## config.mk

```make
export PLATFORM = sky130hd
export DESIGN_NAME = coreahbltoaxi_rdch_fifo
export DESIGN_NICKNAME = d
export VERILOG_FILES = /design/src/rtl/coreahbltoaxi_rdch_pkg.sv /design/src/rtl/coreahbltoaxi_rdch_dpram.sv /design/src/rtl/coreahbltoaxi_rdch_fifo.sv
export SDC_FILE = /design/constraint.sdc
export NUM_CORES = 1
export LEC_CHECK = 0
export CORE_ASPECT_RATIO = 1.4
export CORE_MARGIN = 5
export CORE_UTILIZATION = 27
export DETAILED_ROUTE_END_ITERATION = 7
export DONT_BUFFER_PORTS = 1
export GPL_ROUTABILITY_DRIVEN = 1
export HOLD_SLACK_MARGIN = 0.03
export SLEW_MARGIN = 20
export SYNTH_ARGS = -nofsm -noshare
export SYNTH_HDL_FRONTEND = slang
export SYNTH_SLANG_ARGS = --single-unit
```

## constraint.sdc

```tcl
create_clock -name CLK -period 4.9 [get_ports CLK]
set_clock_uncertainty 0.2 [all_clocks]
set_input_delay 0.49 -clock CLK [delete_from_list [all_inputs] [get_ports CLK]]
set_output_delay 0.49 -clock CLK [all_outputs]
set_load 0.01 [all_outputs]
```

## src/rtl/coreahbltoaxi_rdch_pkg.sv

```systemverilog
// Shared constants and helpers for the AHB-Lite-to-AXI read-data FIFO.
// Error-flag logic is controlled by the macro COREAHBLTOAXI_RDCH_FIFO_ERR_EN.
package coreahbltoaxi_rdch_pkg;

   localparam int DEF_DATA_WIDTH  = 32;
   localparam int DEF_ADDR_WIDTH  = 4;
   localparam int DEF_AFULL_LEVEL = 2;
   localparam int DEF_PTR_WIDTH   = DEF_ADDR_WIDTH + 1;

   // Value driven onto read data at reset and whenever no read is accepted
   localparam logic RST_DATA_BIT = 1'b0;

   function automatic int fifo_depth(input int addr_width);
      return 2 ** addr_width;
   endfunction

endpackage

```

## src/rtl/coreahbltoaxi_rdch_dpram.sv

```systemverilog
// DEPTH x DATA_WIDTH RAM: synchronous write port, synchronous read port whose
// output is forced to zero when read-enable is low or clr is asserted.
module coreahbltoaxi_rdch_dpram
   import coreahbltoaxi_rdch_pkg::*;
#(
   parameter int DATA_WIDTH = DEF_DATA_WIDTH,
   parameter int ADDR_WIDTH = DEF_ADDR_WIDTH
) (
   input  logic                  CLK,
   input  logic                  clr,
   input  logic                  we,
   input  logic [ADDR_WIDTH-1:0] waddr,
   input  logic [DATA_WIDTH-1:0] wdata,
   input  logic                  re,
   input  logic [ADDR_WIDTH-1:0] raddr,
   output logic [DATA_WIDTH-1:0] rdata
);

   localparam int DEPTH = fifo_depth(ADDR_WIDTH);

   logic [DATA_WIDTH-1:0] mem [DEPTH];

   always_ff @(posedge CLK) begin
      if (we) begin
         mem[waddr] <= wdata;
      end
   end

   always_ff @(posedge CLK) begin
      if (clr || !re) begin
         rdata <= {DATA_WIDTH{RST_DATA_BIT}};
      end else begin
         rdata <= mem[raddr];
      end
   end

endmodule

```

## src/rtl/coreahbltoaxi_rdch_fifo.sv

```systemverilog
// Single-clock read-data FIFO: pointers, registered occupancy/flags, 1-cycle read.
// Define COREAHBLTOAXI_RDCH_FIFO_ERR_EN to build the sticky OVF_ERR/UDF_ERR flags.
module coreahbltoaxi_rdch_fifo
   import coreahbltoaxi_rdch_pkg::*;
#(
   parameter int DATA_WIDTH  = DEF_DATA_WIDTH,
   parameter int ADDR_WIDTH  = DEF_ADDR_WIDTH,
   parameter int AFULL_LEVEL = DEF_AFULL_LEVEL
) (
   input  logic                  CLK,
   input  logic                  RESET,
   input  logic                  WE,
   input  logic [DATA_WIDTH-1:0] WDATA,
   input  logic                  RE,
   output logic [DATA_WIDTH-1:0] RDATA,
   output logic                  RVALID,
   output logic                  FULL,
   output logic                  EMPTY,
   output logic                  ALMOST_FULL,
   output logic [ADDR_WIDTH:0]   COUNT,
   output logic                  OVF_ERR,
   output logic                  UDF_ERR
);

   localparam int PW    = ADDR_WIDTH + 1;
   localparam int DEPTH = fifo_depth(ADDR_WIDTH);
   localparam logic [PW-1:0] DEPTH_V = PW'(DEPTH);
   localparam logic [PW-1:0] AFULL_V = PW'(AFULL_LEVEL);

   logic [PW-1:0] wptr, rptr, wptr_nxt, rptr_nxt;
   logic [PW-1:0] count_nxt;
   logic          wr_acc, rd_acc;

   // Acceptance uses the registered flags, i.e. the state before this edge
   assign wr_acc = WE && !FULL;
   assign rd_acc = RE && !EMPTY;

   always_comb begin
      wptr_nxt  = wptr;
      rptr_nxt  = rptr;
      count_nxt = COUNT;
      if (wr_acc) begin
         wptr_nxt = wptr + PW'(1);
      end
      if (rd_acc) begin
         rptr_nxt = rptr + PW'(1);
      end
      if (wr_acc && !rd_acc) begin
         count_nxt = COUNT + PW'(1);
      end else if (rd_acc && !wr_acc) begin
         count_nxt = COUNT - PW'(1);
      end
   end

   always_ff @(posedge CLK) begin
      if (RESET) begin
         wptr        <= '0;
         rptr        <= '0;
         COUNT       <= '0;
         EMPTY       <= 1'b1;
         FULL        <= 1'b0;
         ALMOST_FULL <= 1'b0;
         RVALID      <= 1'b0;
      end else begin
         wptr        <= wptr_nxt;
         rptr        <= rptr_nxt;
         COUNT       <= count_nxt;
         EMPTY       <= (wptr_nxt == rptr_nxt);
         FULL        <= (wptr_nxt[PW-1] != rptr_nxt[PW-1]) &&
                        (wptr_nxt[PW-2:0] == rptr_nxt[PW-2:0]);
         ALMOST_FULL <= ((DEPTH_V - count_nxt) <= AFULL_V);
         RVALID      <= rd_acc;
      end
   end

   coreahbltoaxi_rdch_dpram #(
      .DATA_WIDTH (DATA_WIDTH),
      .ADDR_WIDTH (ADDR_WIDTH)
   ) u_ram (
      .CLK   (CLK),
      .clr   (RESET),
      .we    (wr_acc && !RESET),
      .waddr (wptr[PW-2:0]),
      .wdata (WDATA),
      .re    (rd_acc),
      .raddr (rptr[PW-2:0]),
      .rdata (RDATA)
   );

`ifdef COREAHBLTOAXI_RDCH_FIFO_ERR_EN
   always_ff @(posedge CLK) begin
      if (RESET) begin
         OVF_ERR <= 1'b0;
         UDF_ERR <= 1'b0;
      end else begin
         if (WE && FULL) begin
            OVF_ERR <= 1'b1;
         end
         if (RE && EMPTY) begin
            UDF_ERR <= 1'b1;
         end
      end
   end
`else
   assign OVF_ERR = 1'b0;
   assign UDF_ERR = 1'b0;
`endif

endmodule

```

==> flow_summary.yaml <==
floorplanning:
  die_w_um: 247
  core_um2: 78000
  row_count: 121
  die_h_um: 342
  die_area_um2: 84400
  ios: 79
  start_util_pct: 27.2
global_route:
  grt_util_all_layers_pct: 10.9
  grt_pass1_vias: 10100
  antenna_found_initial: 11
  grt_max_degree: 55
  grt_pass1_wl_um: 68900
  grt_overflow: 0
timing:
  fmax_mhz: 342
  setup_viol: 0
  fin_crit_ps: 2920
  finalHoldViolations: 0
  holdWs_ps: 195
  tightest_slew_ps: 901
  slew_headroom_pct: 39.9
  min_period_over_period_pct: 59.6
  tns_ps: 0
  rsz0062_at_grt: "false"
  drv_slew: 0
cells_and_area:
  drive_above_1_share_pct: 27.4
  areaGrowthSynthToFinish_pct: 16.2
  n_fill_cell: 7329
  fin_cells: 2084
  nets: 1039
route:
  route.antenna.remaining_nets: 0
  via_per_inst: 4.49
  routed_wl_um: 46400
  post-route-drc-count: 0
  first_pass_iters: 4
  wl_per_cell_um: 22.2
  vias: 9348
  drt_iter0_markers: 667
critical_path:
  cp.arrival_ps: 3190
  cp-end-kind: "flip-flop"
  start_kind: "flip-flop"
  critical-path-top-delay-family: "multiplexers"
  cpMaxStageDelayCell: "dfxtp_4"
  cp_num_buf_inv: 1
  crit_path_frequent_cell: "mux4_2"
  cp_cell_sequence: "buf_12 -> mux4_2 -> mux4_2 -> and2_1"
  crit_path_max_fanout: 47
  crit_required_ps: 5160
  worstSetupPathType: "reg -> reg"
  crit_path_max_incr_delay_ps: 850
logic_synthesis:
  ys_async_sr_fraction_pct: 0
  synth_top_area_share_pct: 72.4
  yosysSeqAreaShare_pct: 77.2
  synth-seq-cells: 563
  ys_types: 38
  synth-edff-count: 512
  netlist_instances: 930
  synth.avg_cell_area_um2: 22.8
  yosys.area.top_type: "edfxtp_1"
  yosysWarnings: 0
  netlist_top_cells_area: "edfxtp_1 (72%), mux4_2 (17%), dfxtp_1 (4.8%), and2_1 (0.97%), nor2_1 (0.58%)"
  synth_ff_type: "edfxtp_1"
  synth_area_um2: 21200
clock_network:
  clockRootBuffer: "clkbuf_16"
  postCtsSetupRepairBufs: 0
  cts_inserted_buffers: 50
  cts_sinks: 563
  clk_pin_slew_worst_paths_ps: 60
  cts_tree: "built"
  htreeDepth: 2
  clockBufferDepth: 3
  insertion_delay_ps: 570
  cts_resized: 0
placed_design:
  hpwl_um: 27100
  io_buffers: 0
  dp.cells: 1954
  place_congestion: 0.711
hold_path:
  hold_class: "in -> reg"
run_status:
  outcome: "finished, final reports clean"
pwr:
  power.leakage_nw: 7.35
  ir_worst_vdd_mv: 0.283
  power_density_nw_per_um2: 403
flow_run:
  cap_violations: 0
stage by stage:
stage	total power [mW]	utilization, %	instance area, µm²	setup slack [ps]
2_1_floorplan	6.01	-	21200	1610
3_3_place_gp	6.15	29.1	22700	1930
3_5_place_dp	6.16	29.2	22700	1910
4_1_cts	10.1	31.6	24700	1880
5_1_grt	10.3	31.6	24700	1780
6_report	9.95	31.6	24700	1980
layout make-up:
cell class              count  area, µm²  area share [%]
diodes                      5       12.5          0.0507
clock buffers              59       1310            5.29
clock inverters            33        285            1.16
inverters                   8       30.0           0.122
multi-input cells         312       4680            18.9
flip-flops and latches    563      16400            66.5
well taps                1045       1310            5.30
repair buffers             59        651            2.64
cells in the final DEF, fill, tap and decap left out, types with 2 or more instances in the layout:
master | Yosys | final
a211oi_1 | 3 | 3
a21oi_1 | 4 | 4
and2_1 | 33 | 33
buf_12 | 0 | 10
buf_4 | 3 | 16
bufinv_16 | 0 | 3
clkbuf_1 | 17 | 8
clkbuf_16 | 0 | 51
clkinv_1 | 0 | 8
clkinv_2 | 0 | 12
clkinv_4 | 0 | 2
clkinv_8 | 0 | 2
clkinvlp_4 | 0 | 2
conb_1 | 1 | 2
dfxtp_1 | 51 | 47
dfxtp_4 | 0 | 3
diode_2 | 0 | 5
dlygate4sd3_1 | 0 | 33
edfxtp_1 | 512 | 512
ha_1 | 9 | 9
inv_1 | 8 | 8
inv_6 | 0 | 2
inv_8 | 0 | 2
mux4_2 | 160 | 160
nand2_1 | 10 | 10
nand2b_1 | 2 | 2
nand3_1 | 3 | 3
nand3b_1 | 2 | 2
nand4_1 | 6 | 6
nor2_1 | 33 | 16
nor2_4 | 0 | 17
nor2b_1 | 3 | 3
nor3_1 | 7 | 7
o21ai_0 | 2 | 2
or3_1 | 5 | 5
xnor2_1 | 9 | 9
xor2_1 | 7 | 7
kinds of logic (layout without fill, tap and decap cells):
kind of cell	Yosys count	in the layout	share of synthesized area [%]
multiplexers	161	161	17.0
adder cells (fa/ha/maj)	10	10	0.577
XOR/XNOR	16	16	0.660
flip-flops	563	563	77.2
buffers and inverters	56	159	1.40
other	1	7	0.0177
AO/OA/AOI/OAI	14	14	0.436
AND/OR/NAND/NOR	109	109	2.69
sequential cells by signal, summed over array words and instances (netlist names):
register,flops
u_ram.mem,512
u_ram.rdata,32
COUNT,5
rptr,5
wptr,5
ALMOST_FULL,1
EMPTY,1
FULL,1
RVALID,1
synthesized netlist by cell type (2+ instances only):
cell type,count
or3_1,5
nand2_1,10
inv_1,8
dfxtp_1,51
nor3_1,7
nand3b_1,2
nand2b_1,2
xnor2_1,9
a21oi_1,4
and2_1,33
edfxtp_1,512
buf_1,12
nor2_1,33
buf_4,3
buf_6,9
ha_1,9
buf_2,7
xor2_1,7
nand3_1,3
o21ai_0,2
clkbuf_1,17
nor2b_1,3
a211oi_1,3
mux4_2,160
nand4_1,6
power breakdown:
group	internal, mW	total (mW)	leakage (nW)	switching [mW]
combinational	0.388	0.730	1.54	0.342
sequential	5.29	5.38	5.03	0.0922
clock	2.09	3.84	0.783	1.75
layer usage:
metal	routed length [µm]	global-route usage, %	vias up
li1	-	-	4003
met2	24400	19.5	225
met3	2530	2.17	68
met1	18300	13.3	5040
met5	81	0	-
met4	1140	3.17	12
worst paths after layout:
kind | startpoint | to | slack, ps | depth (start not counted)
max reg2reg | rptr[0] | u_ram.rdata[12] | 1980 | 4
min | RE | RVALID | 200 | 2
min reg2reg | rptr[4] | rptr[4] | 320 | 2
max | rptr[0] | u_ram.rdata[12] | 1980 | 4
what timing repair did:
action,in CTS,in global routing
endpoints found under the hold margin,544,0
hold buffers,33,0
setup endpoints to repair,0,0
No activity file was read; power rests on OpenSTA's default activity.
